## config.mk

```make
export PLATFORM = sky130hd
export DESIGN_NAME = fifo_wm
export DESIGN_NICKNAME = d
export VERILOG_FILES = /design/src/rtl/fifo_wm_pkg.sv /design/src/rtl/fifo_wm_mem.sv /design/src/rtl/fifo_wm.sv
export SDC_FILE = /design/constraint.sdc
export NUM_CORES = 1
export LEC_CHECK = 0
export CORE_AREA = 2 2 133 135
export DETAILED_ROUTE_END_ITERATION = 6
export DIE_AREA = 0 0 135 137
export GPL_TIMING_DRIVEN = 0
export HOLD_SLACK_MARGIN = 0.15
export PLACE_DENSITY = 0.56
export SLEW_MARGIN = 20
export SYNTH_ARGS = -nofsm -noshare
export SYNTH_HDL_FRONTEND = slang
export SYNTH_SLANG_ARGS = --single-unit
```

## constraint.sdc

```tcl
create_clock -name clk -period 3.5 [get_ports clk]
set_input_delay 0.525 -clock clk [delete_from_list [all_inputs] [get_ports clk]]
set_output_delay 0.525 -clock clk [all_outputs]
set_load 0.005 [all_outputs]
```

## src/rtl/fifo_wm_pkg.sv

```systemverilog
// fifo_wm_pkg: shared defaults, count-width helper and status bundle for fifo_wm
package fifo_wm_pkg;
  localparam int DEF_DATA_W = 8;
  localparam int DEF_DEPTH = 16;
  function automatic int cnt_w(input int depth);
    return $clog2(depth + 1);
  endfunction
  typedef struct packed {
    logic empty;
    logic full;
    logic thr_trig;
    logic overflow;
    logic underflow;
    logic ovf_sticky;
    logic udf_sticky;
  } fifo_status_t;
endpackage

```

## src/rtl/fifo_wm_mem.sv

```systemverilog
// fifo_wm_mem: FIFO storage, registered read port or fall-through when FIFO_WM_FWFT_EN is defined
module fifo_wm_mem #(
  parameter int DATA_W = 8,
  parameter int DEPTH = 16,
  localparam int AW = $clog2(DEPTH)
) (
  input  logic              clk,
  input  logic              rst_n,
  input  logic              we,
  input  logic [AW-1:0]     waddr,
  input  logic [DATA_W-1:0] wdata,
  input  logic              re,
  input  logic [AW-1:0]     raddr,
  output logic [DATA_W-1:0] rdata
);
  logic [DATA_W-1:0] mem [DEPTH];
  always_ff @(posedge clk) if (we) mem[waddr] <= wdata;
`ifdef FIFO_WM_FWFT_EN
  logic [DATA_W-1:0] hold;
  // re means "head valid": hold remembers the last presented head for the empty case
  always_ff @(posedge clk or negedge rst_n)
    if (!rst_n) hold <= '0;
    else if (re) hold <= mem[raddr];
  assign rdata = re ? mem[raddr] : hold;
`else
  always_ff @(posedge clk or negedge rst_n)
    if (!rst_n) rdata <= '0;
    else if (re) rdata <= mem[raddr];
`endif
endmodule

```

## src/rtl/fifo_wm.sv

```systemverilog
// fifo_wm: parametrised FIFO with hysteresis threshold, sticky errors and flush; FIFO_WM_FWFT_EN selects fall-through read
module fifo_wm import fifo_wm_pkg::*; #(
  parameter int DATA_W = DEF_DATA_W,
  parameter int DEPTH = DEF_DEPTH,
  localparam int CNT_W = cnt_w(DEPTH)
) (
  input  logic              clk,
  input  logic              rst_n,
  input  logic              wr,
  input  logic [DATA_W-1:0] din,
  input  logic              rd,
  output logic [DATA_W-1:0] dout,
  input  logic              clr,
  input  logic [CNT_W-1:0]  trig_level,
  input  logic [CNT_W-1:0]  low_level,
  output logic [CNT_W-1:0]  count,
  output logic              empty,
  output logic              full,
  output logic              thr_trig,
  output logic              overflow,
  output logic              underflow,
  output logic              ovf_sticky,
  output logic              udf_sticky,
  input  logic              err_clr
);
  localparam int AW = $clog2(DEPTH);
  logic [AW-1:0] rd_ptr, wr_ptr;
  logic [CNT_W-1:0] cnt_n, eff_low;
  logic wr_acc, rd_acc, ovf_n, udf_n, thr_n, rd_en;
  function automatic logic [AW-1:0] inc(input logic [AW-1:0] p);
    return p == AW'(DEPTH - 1) ? '0 : p + AW'(1);
  endfunction
  always_comb begin
    wr_acc = wr & (!full | rd) & !clr;
    rd_acc = rd & !empty & !clr;
    ovf_n = wr & full & !rd & !clr;
    udf_n = rd & empty & !wr & !clr;
    eff_low = low_level < trig_level ? low_level : trig_level;
    cnt_n = clr ? '0 : count + CNT_W'(wr_acc) - CNT_W'(rd_acc);
    // set at/above trig_level, hold inside the hysteresis band, clear below it
    thr_n = !clr & (trig_level != '0) & ((cnt_n >= trig_level) | ((cnt_n >= eff_low) & thr_trig));
  end
  always_ff @(posedge clk or negedge rst_n)
    if (!rst_n) begin
      rd_ptr <= '0;
      wr_ptr <= '0;
      count <= '0;
      empty <= 1'b1;
      full <= 1'b0;
      thr_trig <= 1'b0;
      overflow <= 1'b0;
      underflow <= 1'b0;
      ovf_sticky <= 1'b0;
      udf_sticky <= 1'b0;
    end else begin
      rd_ptr <= clr ? '0 : rd_acc ? inc(rd_ptr) : rd_ptr;
      wr_ptr <= clr ? '0 : wr_acc ? inc(wr_ptr) : wr_ptr;
      count <= cnt_n;
      empty <= cnt_n == '0;
      full <= cnt_n == CNT_W'(DEPTH);
      thr_trig <= thr_n;
      overflow <= ovf_n;
      underflow <= udf_n;
      ovf_sticky <= ovf_n | (ovf_sticky & !err_clr);
      udf_sticky <= udf_n | (udf_sticky & !err_clr);
    end
`ifdef FIFO_WM_FWFT_EN
  assign rd_en = !empty;
`else
  assign rd_en = rd_acc;
`endif
  fifo_wm_mem #(.DATA_W(DATA_W), .DEPTH(DEPTH)) u_mem (
    .clk(clk),
    .rst_n(rst_n),
    .we(wr_acc),
    .waddr(wr_ptr),
    .wdata(din),
    .re(rd_en),
    .raddr(rd_ptr),
    .rdata(dout)
  );
endmodule
```

==> results of run 1 <==
## worst max path at each step
stage / endpoint / slack, ns / depth (start not counted)
5_1_grt: thr_trig / 0.02 / 16
4_1_cts: thr_trig / 0.03 / 16
2_1_floorplan: thr_trig / 0.007 / 16
6_report: thr_trig / 0.18 / 16
3_5_place_dp: thr_trig / -0.91 / 17
3_3_place_gp: thr_trig / -0.91 / 16
## per-layer routing
metal  vias up  share of wire
li1       1733              -
met1      1886           0.44
met2        73           0.51
met3        17          0.037
met4         0          0.016
met5         -              0
## what timing repair did
action                                  4_1_cts  5_1_grt
hold buffers                                  1        0
endpoints found under the setup margin        2        1
hold endpoints to repair                     27        0
resized for setup                             8        4
pin swaps                                     1        2
buffers inserted                              1        6
## cell usage after synthesis (2+ instances only)
library cell	n
o21ai_0	5
edfxtp_1	128
a31oi_1	2
mux2i_1	22
o221ai_1	7
nand2b_1	8
nand2_1	26
nor4_1	3
nand3_1	3
o21ai_1	8
buf_6	2
ha_1	22
o22ai_1	8
xor2_1	3
inv_1	19
xnor2_1	2
clkbuf_1	9
nor3_1	5
dfrtp_1	27
mux2_2	8
a21o_1	4
a21oi_1	14
nor2b_1	12
buf_4	2
buf_2	5
mux4_2	24
nor2_1	26
## layout make-up
type                       count  area, um^2
fill                        1510        8980
tap                          225         282
clock buffer                  23         448
multi-input combinational    223        2010
sequential                   156        4550
inverter                      19        71.3
clock inverter                 8         143
buffer                        18        96.3
timing repair buffer          50         480
## report_power, final
part,total [mW],switching (mW),internal [mW]
combinational,1.16,0.551,0.607
clock,1.87,0.681,1.18
sequential,2.18,0.0639,2.12
total,5.21,1.30,3.91
## cell families after synthesis
logic type | count (synthesis) | share of synthesized area
xor+xnor | 5 | 0.00657
compound gates | 53 | 0.0501
fa+ha+maj | 24 | 0.0458
buf+inv | 38 | 0.0257
mux | 55 | 0.129
flops | 156 | 0.682
simple gates | 86 | 0.0601
## state kept, by name, indices dropped and copies added, names as in the netlist
signal / flops
u_mem.mem: 128
u_mem.rdata: 8
count: 5
rd_ptr: 4
wr_ptr: 4
empty: 1
full: 1
overflow: 1
ovf_sticky: 1
thr_trig: 1
udf_sticky: 1
underflow: 1
## per-stage QoR
| stage | instances | hold slack [ns] |
|---|---|---|
| 2_1_floorplan | 417 | 0.229 |
| 5_1_grt | 722 | 0.445 |
| 6_report | 722 | 0.430 |
| 4_1_cts | 716 | 0.479 |
| 3_3_place_gp | 684 | 0.460 |
| 3_5_place_dp | 684 | 0.466 |
## worst max-delay path, stage by stage
cell	delay, ns
clkdlybuf4s50_1	0.51
nand2b_4	0.16
nor2b_4	0.14
inv_1	0.05
ha_1	0.26
inv_1	0.04
ha_1	0.20
fa_2	0.37
xnor2_1	0.15
nor2_2	0.18
ha_1	0.27
nor2_1	0.10
a21oi_1	0.05
maj3_1	0.36
a21oi_1	0.19
o22ai_2	0.09
==> results.md, run 1 <==
- Run status: complete, no violations
- Share of layout cells above drive strength 1: 0.177
- DRC: 0
- DP Area: roughly 0.0074 mm^2
- Synthesized area per cell: about 16 um^2
- TritonRoute pass-1 iters: 4
- Net Count, Synth: roughly 460
- Setup CP Type: input pin to flip-flop
- CP required: around 3.8 ns
- Total GRT Usage: 0.167
- Vias in the first global route: about 3800
- Number of synthesized flops with an enable pin: ~130
- CTS tree: yes
- Post-Synthesis Cells: around 420
- Fin crit period: 3.32 ns
- Leading area contributor after synthesis: edfxtp_1
- Die ar.: ~0.018 mm^2
- Initial antenna violation count: 0
- Total congestion overflow: 0
- Post-synthesis cell area: ~0.0067 mm^2
- Synth-to-Final Area Change: 21.2%
- Sinks on the clock net: ~160
- Nets: 532
- Dpl ws: -0.906 ns
- Fmax: 301 MHz
- Final ANT Viol Nets: 0
- First-pass GRT wire length: ~22000 um
- # port buffers: 42
- RSZ-0062 raised after global routing: no
- Hold Path Sink: underflow
- Hold Crit Class: input pin to flip-flop
- Post-layout util: 0.474
- Most frequent cells in the layout: edfxtp_1, clkdlybuf4s50_1, dfrtp_1, nand2_1
- Largest buffer count on any clock path: 2
- Power, Total: 5.21 mW
- Largest net degree at the start of global routing: 29
- Leakage: 2.88 nW
- Met3 usage: 0.0407
- Layer with the highest usage: met2
- Clock transition at path regs: about 0.060 ns
- Routed length per instance: roughly 20 um
- Critical path arrival: roughly 3.6 ns
- Synthesis-stage register bit count: 156
- Top-area cell type share of the netlist area: 0.577
- Hold_sp: wr
- Slew @ Worst Pin: between 0.9 and 1 ns
- Critical path fanouts, max: 5
- Hold Path Depth: 2
- Worst-Skew Late Latency: about 0.42 ns
- Root Driver: clkbuf_16
- Crit start category: input pin
- Grt met1 use: 0.212
- Ports: between 40 and 50
- Total wire length: roughly 15000 um
- Warnings, synthesis: 0
- Initial core utilization: 0.391
- Fin crit share: 0.949
- Num CTS Buffers: 17
- R2R Path End: thr_trig
- Crit. End Element: flip-flop
- Setup Skew: roughly 0.0045 ns
- Slew margin rel.: 0.386
- Post-layout instance area: approximately 0.0081 mm^2
- Final hold vios: 0
- Yosys cell types: 40
- N_diodes: 0
- Worst setup margin: roughly 0.18 ns
- GR met2 Demand/Resource: 0.281
- Core Area: about 0.017 mm^2
- Reg2Reg Setup Slack: a little under 0.3 ns
- Vias per cell: between 5 and 6
- GPL Wtd Cong: ~0.77
- Setup-failing EPs final: 0
- Most common cell after layout, fill and taps aside: edfxtp_1
- Die Y: 137 um
- PD cells: around 640 mW/mm^2
- RR Startpoint: empty
- Std-Cell Rows: between 40 and 50
- Ys flop type: edfxtp_1
- Maxcap violations: 0
- Max-slew violation count: 0
- Die W: about 140 um
- Via Count: approximately 3700
- Hpwl dp: just under 10000 um
- Register area share after synthesis: 0.682
- H-tree depth: 4
- Synth top area cells: edfxtp_1, dfrtp_1, mux4_2, ha_1, mux2i_1
- Share of async-settable or async-resettable flops after synthesis: 0.179
- VDD IR max: 0.313 mV
- Final TNS setup: 0 ns
- Number of DRC markers in iteration 0: between 200 and 250
- Reg2Reg Depth: 15
- CP Launch Point: rd
Note: power is estimated with default switching activity, not from simulation.
==> run 2: changes to the inputs <==
--- a/config.mk
+++ b/config.mk
@@ -8,7 +8,6 @@
 export CORE_AREA = 2 2 133 135
 export DETAILED_ROUTE_END_ITERATION = 6
 export DIE_AREA = 0 0 135 137
-export GPL_TIMING_DRIVEN = 0
 export HOLD_SLACK_MARGIN = 0.15
 export PLACE_DENSITY = 0.56
 export SLEW_MARGIN = 20
==> run 2 against run 1 <==
- flip-flop and latch count stayed put
- routed wire length is 3.0% lower
- critical path depth stayed put
- setup slack better by 0.053 ns
- critical endpoint unchanged
- largest cell class unchanged
==> results.md, run 2 (synthesis results as in run 1) <==
- Maxcap violations: 0 (unchanged)
- Initial core utilization: 0.391 (unchanged)
- Die Y: 137 um (unchanged)
- Total wire length: 14100 um (-3.0%)
- Clock transition at path regs: 0.06 ns (about the same)
- Num CTS Buffers: 17 (unchanged)
- Max reg flops: 128 (unchanged)
- Fin crit period: 3.27 ns (-0.0533 ns)
- Crit. End Element: flip-flop
- Most common cell after layout, fill and taps aside: edfxtp_1
- Top layer in use: met4
- Worst-Skew Late Latency: 0.42 ns (about the same)
- Worst setup margin: 0.232 ns (+0.0533 ns)
- RSZ-0062 raised after global routing: no
- VDD IR max: 0.277 mV (-12%)
- Setup bufs post-CTS: 0 (-1)
- Run status: complete, no violations
- Leakage: 2.89 nW (+0.53%)
- Most flops, register: u_mem.mem
- Final ANT Viol Nets: 0 (unchanged)
- Met1 wire length: 6220 um (-2.0%)
- Vias in the first global route: 3870 (+0.76%)
- Dpl ws: -0.411 ns (+0.495 ns)
- Slowest cell on crit path: clkdlybuf4s50_1
- CP bufs+invs: 3 (unchanged)
- Slew margin rel.: 0.435 (+0.0492)
- Sinks on the clock net: 156 (unchanged)
- Top delay family on crit path: adder cells
- Std-Cell Rows: 48 (unchanged)
- # port buffers: 43 (+2.4%)
- Crit start category: input pin
- Synth-to-Final Area Change: 22.5%
- Die W: 135 um (unchanged)
- Slew @ Worst Pin: 0.845 ns (-0.0735 ns)
- Nets: 534 (+0.38%)
- Max-slew violation count: 0 (unchanged)
- First-pass GRT wire length: 21800 um (-1.2%)
- PD cells: 649 mW/mm^2 (+0.73%)
- Largest buffer count on any clock path: 2 (unchanged)
- Ports: 44 (unchanged)
- Hpwl dp: 9360 um (-3.3%)
- Largest regs: u_mem.mem: 128 flops, u_mem.rdata: 8 flops, count: 5 flops
- Core Area: 0.0171 mm^2 (unchanged)
- CTS resizes: 0 (-8)
- Root Driver: clkbuf_16
- CP Cell Sequence: clkdlybuf4s50_1, nand2b_1, nor2b_2, inv_1, ha_1, inv_1, ha_1, fa_2, xnor2_1, nor2_2, ha_1, nor2_1, a21oi_1, maj3_1, a21oi_2, o22ai_2
- Hold Crit Class: input pin to async pin
- Via Count: 3686 (-0.62%)
- Critical path fanouts, max: 3 (-2)
- Routed wl met2: 7180 um (-2.9%)
- Initial antenna violation count: 0 (unchanged)
- TritonRoute pass-1 iters: 6 (+2)
- Fill cell count: 1486 (-1.6%)
- N_diodes: 0 (unchanged)
- Routed length per instance: 19.4 um (-3.4%)
- CP required: 3.81 ns (about the same)
- Share of layout cells above drive strength 1: 0.196 (+0.0189)
- Vias per cell: 5.08 (-1.0%)
- Setup-failing EPs final: 0 (unchanged)
- Most frequent cells in the layout: edfxtp_1, clkdlybuf4s50_1, nand2_1, dfrtp_1, buf_4
- Final hold vios: 0 (unchanged)
- Power, Total: 5.30 mW (+1.8%)
- H-tree depth: 4 (unchanged)
- Total congestion overflow: 0 (unchanged)
- DRC: 0 (unchanged)
- Total GRT Usage: 0.164 (-0.00325)
- Critical path arrival: 3.58 ns (-0.05 ns)
- Max incr delay on CP: 0.45 ns (-0.06 ns)
- Setup CP Type: input pin to flip-flop
- CTS tree: yes
- Fin crit share: 0.934 (-0.0152)
- Number of DRC markers in iteration 0: 250 (+5.9%)
- Largest net degree at the start of global routing: 31 (+6.9%)
- GPL Wtd Cong: 0.748 (-2.4%)
- Most frequent CP cell: ha_1
- Setup Skew: 0.00561 ns (+0.00110 ns)
- Fmax: 306 MHz (+1.6%)
- Cts hold-fix bufs: 0 (-1)
- Die ar.: 0.0185 mm^2 (unchanged)
- WL met3: 406 um (-24%)
run 2: final cells by class:
cell class | count | area, um^2 | share of cell area
Tap cell | 225 | 282 | 0.0345
Clock buffer | 21 | 460 | 0.0564
Timing Repair Buffer | 70 | 646 | 0.0791
Multi-Input combinational cell | 223 | 1970 | 0.241
Sequential cell | 156 | 4550 | 0.557
Clock inverter | 11 | 190 | 0.0233
Inverter | 19 | 71.3 | 0.00874
run 2: through the flow:
stage / utilization / TNS [ns] / cells / cell area [um^2] / hold WS (ns)
floorplan: - / 0 / 417 / 6670 / 0.229
finish: 0.479 / 0 / 725 / 8160 / 0.477
global placement: 0.439 / -0.269 / 693 / 7500 / 0.468
global route: 0.479 / 0 / 725 / 8160 / 0.512
detailed placement: 0.439 / -0.411 / 693 / 7500 / 0.474
CTS: 0.478 / 0 / 725 / 8150 / 0.482
run 2: per-layer routing:
layer	vias to the layer above	track usage
met4	0	0.0712
li1	1731	-
met1	1878	0.206
met3	17	0.0300
met2	60	0.279
met5	-	0
run 2: where the power goes:
group	internal, mW	switching [mW]	total, mW
registers	2.12	0.0803	2.20
logic	0.585	0.514	1.10
clock network	1.30	0.704	2.00
run 2: worst paths after layout:
path                            slack, ns  cells past startpoint          to        from
worst min-delay path                 0.48                      2    count[3]       rst_n
worst max-delay path                 0.23                     16    thr_trig         clr
worst max register to register       0.41                     15    thr_trig       empty
max in group asynchronous            2.72                      2       empty       rst_n
worst min register to register       0.48                      1  ovf_sticky  ovf_sticky
min in group clk                     0.48                      1  ovf_sticky  ovf_sticky
==> run 3: changes to the inputs <==
--- a/config.mk
+++ b/config.mk
@@ -5,9 +5,11 @@
 export SDC_FILE = /design/constraint.sdc
 export NUM_CORES = 1
 export LEC_CHECK = 0
-export CORE_AREA = 2 2 133 135
+export CELL_PAD_IN_SITES_DETAIL_PLACEMENT = 0
+export CELL_PAD_IN_SITES_GLOBAL_PLACEMENT = 1
+export CORE_AREA = 2 2 155 157
 export DETAILED_ROUTE_END_ITERATION = 6
-export DIE_AREA = 0 0 135 137
+export DIE_AREA = 0 0 157 159
 export HOLD_SLACK_MARGIN = 0.15
 export PLACE_DENSITY = 0.56
 export SLEW_MARGIN = 20
==> run 3 against run 2 <==
- non-clock buffer count up 8
- setup slack worse by 0.0076 ns
- global-route usage down 3.9 points
- flip-flop and latch count unchanged
- critical path depth up 1
- design area up 1.7%
- cell count up 14%
- power down 2.6%
- die area up 35%
==> results.md, run 3 (synthesis results as in run 1) <==
- TritonRoute pass-1 iters: 4 (-2)
- Fin Hold WS: 0.492 ns (+0.0153 ns)
- Hold Path Sink: u_mem.rdata[1]
- PD cells: 622 mW/mm^2 (-4.2%)
- Setup-failing EPs final: 0 (unchanged)
- First-pass GRT wire length: 23000 um (+5.5%)
- Std-Cell Rows: 56 (+17%)
- N_diodes: 0 (unchanged)
- Routed length per instance: 17.8 um (-8.3%)
- Placed Cells incl. Taps: 795 (+15%)
- Sinks on the clock net: 156 (unchanged)
- CTS tree: yes
- Cts hold-fix bufs: 0 (unchanged)
- Crit start category: input pin
- DRC: 0 (unchanged)
- Slew margin rel.: 0.482 (+0.0471)
- Most common cell after layout, fill and taps aside: edfxtp_1
- Setup Skew: 0.00955 ns (+0.00394 ns)
- Worst setup margin: 0.224 ns (-0.00761 ns)
- Share of layout cells above drive strength 1: 0.201 (+0.00479)
- Via Count: 3690 (+0.11%)
- RSZ-0062 raised after global routing: no
- Fin crit share: 0.936 (+0.00217)
- Hpwl dp: 10100 um (+7.9%)
- Crit. End Element: flip-flop
- CTS resizes: 0 (unchanged)
- Setup bufs post-CTS: 0 (unchanged)
- Nets: 542 (+1.5%)
- Core Area: 0.0232 mm^2 (+36%)
- Slew @ Worst Pin: 0.775 ns (-0.0700 ns)
- Final TNS setup: 0 ns (unchanged)
- Num CTS Buffers: 17 (unchanged)
- CP Launch Point: rd
- Setup CP Type: input pin to flip-flop
- Reg2Reg Setup Slack: 0.41 ns (about the same)
- Final ANT Viol Nets: 0 (unchanged)
- Fin crit period: 3.28 ns (+0.00761 ns)
- VDD IR max: 0.307 mV (+11%)
- Max-slew violation count: 0 (unchanged)
- Most frequent cells in the layout: edfxtp_1, clkdlybuf4s50_1, buf_4, nand2_1, dfrtp_1
- Die Y: 159 um (+16%)
- Clock transition at path regs: 0.06 ns (about the same)
- GR met2 Demand/Resource: 0.211 (-0.0679)
- Initial core utilization: 0.287 (-0.103)
- Layer with the highest usage: met2
- Die W: 157 um (+16%)
- Vias in the first global route: 3989 (+3.1%)
- Root Driver: clkbuf_16
- Total GRT Usage: 0.125 (-0.0388)
- Die ar.: 0.0250 mm^2 (+35%)
- Hold Path Depth: 2
- Final hold vios: 0 (unchanged)
- Worst-Skew Late Latency: 0.41 ns (about the same)
- Maxcap violations: 0 (unchanged)
- Grt met1 use: 0.159 (-0.0467)
- Ports: 44 (unchanged)
- Met3 usage: 0.0278 (-0.00224)
- Leakage: 2.93 nW (+1.3%)
- Largest net degree at the start of global routing: 31 (unchanged)
- Hold Crit Class: flip-flop to flip-flop
- RR Startpoint: empty
- H-tree depth: 4 (unchanged)
- CP required: 3.80 ns (about the same)
- Dpl ws: -0.255 ns (+0.157 ns)
- # port buffers: 43 (unchanged)
- Largest regs: u_mem.mem: 128 flops, u_mem.rdata: 8 flops, count: 5 flops
- R2R Path End: thr_trig
- Critical path fanouts, max: 3 (unchanged)
- Post-layout util: 0.358 (-0.121)
- Hold_sp: u_mem.rdata[1]
- Vias per cell: 4.46 (-12%)
- Max reg flops: 128 (unchanged)
- Critical path arrival: 3.58 ns (about the same)
- Synth-to-Final Area Change: 24.6%
- Number of DRC markers in iteration 0: 264 (+5.6%)
- Fmax: 305 MHz (-0.23%)
- Post-route insts no fill: 827 (+14%)
- Largest buffer count on any clock path: 2 (unchanged)
- Reg2Reg Depth: 16 (+1)
- Run status: complete, no violations
- Total congestion overflow: 0 (unchanged)
- Initial antenna violation count: 0 (unchanged)
- GPL Wtd Cong: 0.811 (+8.3%)
- Most flops, register: u_mem.mem
- Total wire length: 14700 um (+4.6%)
run 3: cell count changes in the layout (fill, tap and decap cells not counted), sizes merged:
cell      delta
buf          +8
bufinv       -4
clkbuf       +7
clkinvlp     -3
run 3: worst max-delay path by stage:
stage | to
after floorplan | thr_trig
after global placement | thr_trig
after detailed placement | thr_trig
after CTS | thr_trig
after global routing | thr_trig
final | thr_trig
run 3: cell type report:
cell class | instances | area (um^2)
repair buffers | 78 | 706
multi-input cells | 223 | 1970
clock buffers | 28 | 562
flip-flops and latches | 156 | 4550
inverters | 19 | 71.3
well taps | 319 | 399
clock inverters | 4 | 47.5
fillers | 2204 | 14900
run 3: critical path, cell delays in order:
cell             delay [ns]
clkdlybuf4s50_1        0.49
nand2b_1               0.13
nor2b_2                0.16
inv_1                  0.05
ha_1                   0.26
inv_1                  0.04
ha_1                   0.20
fa_1                   0.40
xnor2_1                0.19
nor2_2                 0.08
buf_4                  0.13
ha_1                   0.29
a21oi_1                0.11
o21ai_0                0.12
o21ai_0                0.20
o21a_1                 0.15
o22ai_2                0.07
run 3: stage by stage:
step / area (um^2) / power, mW
floorplan: 6670 / 2.87
global placement: 7670 / 3.35
detailed placement: 7670 / 3.37
CTS: 8280 / 5.23
global route: 8300 / 5.44
finish: 8300 / 5.16
run 3: per-layer routing:
layer	wire length, um	part of all wire
met5	0	0
met4	221	0.015
met3	329	0.022
met2	7550	0.51
met1	6640	0.45
run 3: power by group:
group	leakage (nW)	internal, mW	switching [mW]
clock network	0.295	1.17	0.676
logic	1.12	0.604	0.520
registers	1.52	2.12	0.0781
total	2.93	3.89	1.27
